--- config.mk ---
export PLATFORM = sky130hd
export DESIGN_NAME = game_controller
export DESIGN_NICKNAME = d
export VERILOG_FILES = /design/src/rtl/game_controller.sv
export SDC_FILE = /design/constraint.sdc
export NUM_CORES = 1
export LEC_CHECK = 0
export CAP_MARGIN = 25
export CORE_MARGIN = 2
export CORE_UTILIZATION = 55
export DETAILED_ROUTE_END_ITERATION = 7
export PLACE_DENSITY = 0.9
export SLEW_MARGIN = 20
export SYNTH_ARGS = -nofsm -noshare
export SYNTH_HDL_FRONTEND = slang
export SYNTH_SLANG_ARGS = --single-unit
--- constraint.sdc ---
create_clock -name clk -period 4 [get_ports clk]
set_input_delay 0.8 -clock clk [delete_from_list [all_inputs] [get_ports clk]]
set_output_delay 0.8 -clock clk [all_outputs]
set_load 0.03 [all_outputs]
--- src/rtl/game_controller.sv ---
// game_controller
// Frame-synchronous game sequencer that feeds sprite_drawer. It owns the
// invader block, ship and bullet positions, samples the player buttons,
// advances every object once per video frame, resolves bullet/invader hits
// and runs the IDLE/PLAY/WIN/LOSE state machine. Every output is a register
// that only changes on the clk edge sampling frame_tick=1, so sprites stay
// stable through active video.
//
// Ports
//   clk            in   system clock
//   reset          in   asynchronous, active-low reset
//   frame_tick     in   one-cycle pulse at start of vertical blanking
//   btn_left       in   level, debounced, synchronous to clk
//   btn_right      in   level, debounced, synchronous to clk
//   btn_fire       in   level, debounced; rising edge = fire request
//   invaders_array out  bit i = invader alive in column i
//   invaders_line  out  sprite row of the invader block
//   ship_x         out  ship column
//   bullet_x       out  bullet column
//   bullet_y       out  bullet row
//   bullet_flying  out  bullet visible/active
//   game_state     out  0=IDLE 1=PLAY 2=WIN 3=LOSE
//   score          out  invaders destroyed, saturating at 255
module game_controller #(
  parameter int              COLS       = 20,
  parameter int              SHIP_ROW   = 13,
  parameter int              START_LINE = 1,
  parameter int              SHIP_START = 9,
  parameter logic [COLS-1:0] INIT_ARRAY = 20'h0FFF0,
  parameter int              SHIP_DIV   = 4,
  parameter int              BULLET_DIV = 2,
  parameter int              INV_DIV    = 30
) (
  input  logic            clk,
  input  logic            reset,
  input  logic            frame_tick,
  input  logic            btn_left,
  input  logic            btn_right,
  input  logic            btn_fire,
  output logic [COLS-1:0] invaders_array,
  output logic [4:0]      invaders_line,
  output logic [4:0]      ship_x,
  output logic [4:0]      bullet_x,
  output logic [3:0]      bullet_y,
  output logic            bullet_flying,
  output logic [1:0]      game_state,
  output logic [7:0]      score
);

  localparam int SHIP_CW   = (SHIP_DIV   > 1) ? $clog2(SHIP_DIV)   : 1;
  localparam int BULLET_CW = (BULLET_DIV > 1) ? $clog2(BULLET_DIV) : 1;
  localparam int INV_CW    = (INV_DIV    > 1) ? $clog2(INV_DIV)    : 1;

  typedef enum logic [1:0] {
    ST_IDLE = 2'd0,
    ST_PLAY = 2'd1,
    ST_WIN  = 2'd2,
    ST_LOSE = 2'd3
  } state_e;

  state_e                state_q, state_d;
  logic [COLS-1:0]       inv_array_q, inv_array_d;
  logic [4:0]            inv_line_q, inv_line_d;
  logic                  dir_right_q, dir_right_d;
  logic [4:0]            ship_x_q, ship_x_d;
  logic [4:0]            bullet_x_q, bullet_x_d;
  logic [3:0]            bullet_y_q, bullet_y_d;
  logic                  flying_q, flying_d;
  logic [7:0]            score_q, score_d;
  logic [SHIP_CW-1:0]    ship_cnt_q, ship_cnt_d;
  logic [BULLET_CW-1:0]  bullet_cnt_q, bullet_cnt_d;
  logic [INV_CW-1:0]     inv_cnt_q, inv_cnt_d;
  logic                  fire_pending_q, fire_pending_d;
  logic                  fire_prev_q, fire_prev_d;

  logic                  play_tick;
  logic                  start_game;
  logic                  restart_game;
  logic                  ship_wrap;
  logic                  bullet_wrap;
  logic                  inv_wrap;
  logic                  hit;
  logic [COLS-1:0]       post_hit_array;

  // All state lives here; reset loads the (re)initialisation values.
  always_ff @(posedge clk or negedge reset) begin
    if (!reset) begin
      state_q        <= ST_IDLE;
      inv_array_q    <= INIT_ARRAY;
      inv_line_q     <= 5'(START_LINE);
      dir_right_q    <= 1'b1;
      ship_x_q       <= 5'(SHIP_START);
      bullet_x_q     <= '0;
      bullet_y_q     <= '0;
      flying_q       <= 1'b0;
      score_q        <= '0;
      ship_cnt_q     <= '0;
      bullet_cnt_q   <= '0;
      inv_cnt_q      <= '0;
      fire_pending_q <= 1'b0;
      fire_prev_q    <= 1'b0;
    end else begin
      state_q        <= state_d;
      inv_array_q    <= inv_array_d;
      inv_line_q     <= inv_line_d;
      dir_right_q    <= dir_right_d;
      ship_x_q       <= ship_x_d;
      bullet_x_q     <= bullet_x_d;
      bullet_y_q     <= bullet_y_d;
      flying_q       <= flying_d;
      score_q        <= score_d;
      ship_cnt_q     <= ship_cnt_d;
      bullet_cnt_q   <= bullet_cnt_d;
      inv_cnt_q      <= inv_cnt_d;
      fire_pending_q <= fire_pending_d;
      fire_prev_q    <= fire_prev_d;
    end
  end

  assign play_tick    = frame_tick && (state_q == ST_PLAY);
  assign start_game   = frame_tick && fire_pending_q && (state_q == ST_IDLE);
  assign restart_game = frame_tick && fire_pending_q &&
                        ((state_q == ST_WIN) || (state_q == ST_LOSE));

  assign ship_wrap   = (ship_cnt_q   == SHIP_CW'(SHIP_DIV - 1));
  assign bullet_wrap = (bullet_cnt_q == BULLET_CW'(BULLET_DIV - 1));
  assign inv_wrap    = (inv_cnt_q    == INV_CW'(INV_DIV - 1));

  // Hit test uses the register values at the start of the tick.
  assign hit = flying_q && ({1'b0, bullet_y_q} == inv_line_q) &&
               inv_array_q[bullet_x_q];

  // Next-state logic. End conditions look at the updated array/line so a
  // kill or an invader step on this tick is reflected immediately; an empty
  // board wins even if the block has reached the ship row.
  always_comb begin
    state_d = state_q;
    unique case (state_q)
      ST_IDLE: begin
        if (frame_tick && fire_pending_q) state_d = ST_PLAY;
      end
      ST_PLAY: begin
        if (frame_tick) begin
          if (inv_array_d == '0)                   state_d = ST_WIN;
          else if (inv_line_d == 5'(SHIP_ROW))     state_d = ST_LOSE;
        end
      end
      ST_WIN, ST_LOSE: begin
        if (frame_tick && fire_pending_q) state_d = ST_IDLE;
      end
      default: state_d = ST_IDLE;
    endcase
  end

  // Object update. A fire request is a rising edge of btn_fire; any frame
  // tick consumes the pending request, whether or not it can be used. During
  // PLAY the steps run in a fixed order: hit, bullet move, fire, ship move,
  // invader move, with the invader move acting on the post-hit array.
  always_comb begin
    inv_array_d    = inv_array_q;
    inv_line_d     = inv_line_q;
    dir_right_d    = dir_right_q;
    ship_x_d       = ship_x_q;
    bullet_x_d     = bullet_x_q;
    bullet_y_d     = bullet_y_q;
    flying_d       = flying_q;
    score_d        = score_q;
    ship_cnt_d     = ship_cnt_q;
    bullet_cnt_d   = bullet_cnt_q;
    inv_cnt_d      = inv_cnt_q;
    post_hit_array = inv_array_q;
    fire_prev_d    = btn_fire;
    fire_pending_d = (fire_pending_q && !frame_tick) || (btn_fire && !fire_prev_q);

    if (restart_game) begin
      inv_array_d  = INIT_ARRAY;
      inv_line_d   = 5'(START_LINE);
      dir_right_d  = 1'b1;
      ship_x_d     = 5'(SHIP_START);
      bullet_x_d   = '0;
      bullet_y_d   = '0;
      flying_d     = 1'b0;
      ship_cnt_d   = '0;
      bullet_cnt_d = '0;
      inv_cnt_d    = '0;
    end else if (start_game) begin
      ship_cnt_d   = '0;
      bullet_cnt_d = '0;
      inv_cnt_d    = '0;
    end else if (play_tick) begin
      ship_cnt_d   = ship_wrap   ? '0 : ship_cnt_q   + 1'b1;
      bullet_cnt_d = bullet_wrap ? '0 : bullet_cnt_q + 1'b1;
      inv_cnt_d    = inv_wrap    ? '0 : inv_cnt_q    + 1'b1;

      if (hit) begin
        post_hit_array[bullet_x_q] = 1'b0;
        flying_d = 1'b0;
        score_d  = (score_q == 8'hFF) ? score_q : score_q + 8'd1;
      end else if (flying_q && bullet_wrap) begin
        if (bullet_y_q == 4'd0) flying_d   = 1'b0;
        else                    bullet_y_d = bullet_y_q - 4'd1;
      end

      // Launch from the ship position before this tick's ship move.
      if (fire_pending_q && !flying_q) begin
        bullet_x_d = ship_x_q;
        bullet_y_d = 4'(SHIP_ROW - 1);
        flying_d   = 1'b1;
      end

      if (ship_wrap) begin
        if (btn_left && !btn_right && (ship_x_q != 5'd0))
          ship_x_d = ship_x_q - 5'd1;
        else if (btn_right && !btn_left && (ship_x_q != 5'(COLS - 1)))
          ship_x_d = ship_x_q + 5'd1;
      end

      inv_array_d = post_hit_array;
      if (inv_wrap) begin
        if (dir_right_q) begin
          if (post_hit_array[COLS-1]) begin
            inv_line_d  = inv_line_q + 5'd1;
            dir_right_d = 1'b0;
          end else begin
            inv_array_d = post_hit_array << 1;
          end
        end else begin
          if (post_hit_array[0]) begin
            inv_line_d  = inv_line_q + 5'd1;
            dir_right_d = 1'b1;
          end else begin
            inv_array_d = post_hit_array >> 1;
          end
        end
      end
    end
  end

  // Outputs come straight from the registers.
  always_comb begin
    invaders_array = inv_array_q;
    invaders_line  = inv_line_q;
    ship_x         = ship_x_q;
    bullet_x       = bullet_x_q;
    bullet_y       = bullet_y_q;
    bullet_flying  = flying_q;
    game_state     = state_q;
    score          = score_q;
  end

endmodule
==> summary.md, run 1 <==
| Metric | Value |
|---|---|
| DPL Wire Length | `7410 um` |
| Vias | `3,725` |
| Worst Hold Margin | `0.439 ns` |
| Syn_nets | `424` |
| Slew HR | `0.425` |
| Nets@finish | `482` |
| Worst slew pin tran | `0.860 ns` |
| HP Class | `reg -> reg` |
| First-pass GRT wire length | `17,200 um` |
| TritonCTS clock tree | `yes` |
| Synthesized instance count | `408` |
| IO Pins | `56` |
| Vias per cell | `6.76` |
| Chip Width | `87.1 um` |
| Drt drc | `0` |
| Clock skew | `0.0140 ns` |
| Critical path endpoint category | `flop` |
| Core ar. | `0.00672 mm2` |
| Synthesized area | `0.00380 mm2` |
| Clock transition at path regs | `0.08 ns` |
| PortBufs | `55` |
| Critical path type | `reg -> reg` |
| Seq cells post-synth | `61` |
| Routed Antenna Nets | `0` |
| Root Buffer Master | `clkbuf_8` |
| Final setup violation count | `0` |
| RSZ-0062 raised after global routing | `false` |
| Yosys cell types | `63` |
| Status | `finished, final reports clean` |
| Max-slew violations | `0` |
| Layout cells sized above 1 | `0.119` |
| Initial DRC Count | `425` |
| Drt total wl | `10,700 um` |
| Commonest cells after routing, fill and taps aside | `clkdlybuf4s50_1 (54), dfrtp_1 (45), nand2_1 (44)` |
| Starting Density | `0.565` |
| Clk_lat worst skew | `0.36 ns` |
| CTS Hold Bufs | `0` |
| Critical path startpoint category | `flop` |
| Leak | `0.00195 uW` |
| FP Rows | `30` |
| Critical Path RT | `4.26 ns` |
| YS warnings | `0` |
| Seq/Total Area, Yosys | `0.407` |
| TritonRoute pass-1 iters | `6` |
| Pwr Density | `739 mW/mm2` |
| Syn avg cell area | `9.31 um2` |
| CTS Sinks | `61` |
| Top cell by count, worst path | `or4_1` |
| Number of global-route vias before repair | `3,411` |
| CP max stage delay | `0.71 ns` |
| WL per Instance | `19.5 um` |
| Top FF cell, synth | `dfrtp_1` |
| Max Root-Sink Buffers | `2` |
| Number of synthesized flops with an enable pin | `0` |
| All-layer global routing usage | `0.293` |
| Peak supply drop | `0.000433 V` |
| CP max-delay cell | `nor2_1` |
| Tmin final | `3.86 ns` |
| DIE AREA | `0.00758 mm2` |
| Tcrit/Tclk final | `0.965` |
| Initial antenna violation count | `0` |
| CP arrival | `4.11 ns` |
| Setup TNS | `0 ns` |
| Critical Path Fanout Max | `11` |
| Max Cap Viol | `0` |
| Die height | `87.1 um` |
| Final Hold Fails | `0` |
| Bufs and invs on worst path | `0` |
| Fmax | `259 MHz` |
| Placer Congestion | `0.994` |
| Delay-heaviest family, CP | `simple AND/OR/NAND/NOR gates` |
| CTS H-tree lvls | `3` |
| CTS buffer count | `9` |
| CP Cell Sequence | `xnor2_1 -> nand3_1 -> o41ai_1 -> and3_1 -> nor2_1 -> a21oi_1 -> or4_1 -> or4_1 -> o21a_1` |
| Commonest non-fill, non-tap cell in the layout | `clkdlybuf4s50_1` |
| Ant diodes | `0` |
| Total grt overflow | `0` |
| Area grow syn2layout | `23.2%` |
| Largest net degree at the start of global routing | `34` |
| Post-synthesis async set-or-reset flop share | `1.00` |
power breakdown:
part	switching (uW)	internal, uW	leakage (uW)	total, uW
logic	968	687	0.00109	1660
registers	294	862	0.000748	1160
clock network	272	373	0.000113	646
flip-flops by register name (all words and copies together), names as in the netlist, 2 cells and up:
| signal | flops |
|---|---|
| game_state | 2 |
| ship_x | 5 |
| bullet_x | 5 |
| bullet_y | 4 |
| invaders_line | 5 |
| inv_cnt_q | 5 |
| ship_cnt_q | 2 |
| score | 8 |
| invaders_array | 20 |
path summary, 6_finish.rpt:
kind	start	end	slack (ns)	cells after the start
min in group asynchronous	reset	invaders_line[1]$_DFF_PN0_	0.50	1
min	fire_prev_q$_DFF_PN0_	fire_pending_q$_DFF_PN0_	0.44	1
max	invaders_line[0]$_DFF_PN1_	game_state[0]$_DFFE_PN0P_	0.14	9
max reg2reg	invaders_line[0]$_DFF_PN1_	game_state[0]$_DFFE_PN0P_	0.14	9
min reg2reg	fire_prev_q$_DFF_PN0_	fire_pending_q$_DFF_PN0_	0.44	1
max in group asynchronous	reset	ship_x[0]$_DFFE_PN1P_	2.60	2
worst reg2reg max path: stages, from the launching register on:
cell	delay, ns
dfstp_2	0.62
xnor2_1	0.11
nand3_1	0.31
o41ai_1	0.18
and3_1	0.33
nor2_1	0.71
a21oi_1	0.18
or4_1	0.58
or4_1	0.56
o21a_1	0.20
through the flow:
step	cells	util	total power, uW	area, um2	setup WS, ns
after global placement	535	0.661	2730	4440	0.326
after global routing	551	0.696	3640	4680	0.0575
after detailed placement	535	0.661	2760	4440	0.283
after CTS	551	0.696	3430	4670	0.261
after floorplan	408	-	2190	3800	0.609
final	551	0.696	3460	4680	0.142
cells in the mapped netlist (2+ instances only):
library cell | number | area [um2]
o21ai_0 | 17 | 85.1
or4_1 | 7 | 52.6
a211oi_1 | 4 | 30.0
a221oi_1 | 6 | 52.6
inv_1 | 9 | 33.8
o211ai_1 | 6 | 45.0
nand2b_1 | 4 | 25.0
o31ai_2 | 4 | 50.1
a32oi_1 | 3 | 26.3
and2_1 | 6 | 37.5
nand3b_1 | 2 | 15.0
nand3_1 | 20 | 100
or2_1 | 5 | 31.3
buf_2 | 4 | 20.0
nor2b_1 | 6 | 37.5
nand4_1 | 3 | 18.8
a21o_1 | 3 | 22.5
nand2_1 | 44 | 165
nor2_1 | 29 | 109
mux2i_1 | 12 | 120
nor4_1 | 2 | 12.5
o2111ai_1 | 2 | 17.5
o21ai_1 | 7 | 35.0
o221ai_2 | 2 | 30.0
xnor2_1 | 13 | 114
xor2_1 | 5 | 43.8
dfstp_2 | 16 | 420
nor3_1 | 3 | 15.0
mux4_2 | 2 | 45.0
ha_1 | 9 | 113
buf_1 | 2 | 7.51
or3_1 | 5 | 31.3
nand4b_1 | 3 | 26.3
o22ai_1 | 2 | 12.5
clkbuf_1 | 12 | 45.0
and3_1 | 5 | 31.3
a221o_1 | 9 | 90.1
a21oi_1 | 28 | 140
or2_2 | 2 | 12.5
a211o_1 | 7 | 61.3
o21a_1 | 3 | 22.5
dfrtp_1 | 45 | 1130
o31ai_1 | 10 | 75.1
cells by family after synthesis:
kind of cell | synth area share
adder cells (fa/ha/maj) | 0.0349
multiplexers | 0.0465
XOR/XNOR | 0.0415
flip-flops | 0.407
buffers and inverters | 0.0310
AND/OR/NAND/NOR | 0.197
AO/OA/AOI/OAI | 0.242
final cells by class:
cell class / instances / area (um2)
Sequential cell: 61 / 1550
Inverter: 9 / 33.8
Timing Repair Buffer: 66 / 628
Clock buffer: 10 / 138
Tap cell: 80 / 100
Multi-Input combinational cell: 319 / 2140
Fill cell: 493 / 2040
Clock inverter: 6 / 93.8
layer usage:
layer,vias up,track usage,wire [um]
met1,1830,0.406,4550
met2,207,0.429,4880
met3,38,0.0758,968
met4,0,0.140,345
met5,-,0,0
li1,1650,-,-
repair_timing:
action                                  4_1_cts  5_1_grt
endpoints found under the setup margin        0        1
setup buffers                                 0        0
hold endpoints to repair                      0        0
gates resized for setup                       0        1
(Power assumes the default switching activity.)
==> inputs of run 2 (changes only) <==
--- a/config.mk
+++ b/config.mk
@@ -10,7 +10,7 @@
 export CORE_UTILIZATION = 55
 export DETAILED_ROUTE_END_ITERATION = 7
 export PLACE_DENSITY = 0.9
-export SLEW_MARGIN = 20
+export SLEW_MARGIN = 0
 export SYNTH_ARGS = -nofsm -noshare
 export SYNTH_HDL_FRONTEND = slang
 export SYNTH_SLANG_ARGS = --single-unit
==> results of run 2 <==
No change in the layout: final DEF, timing and power equal those of run 1.
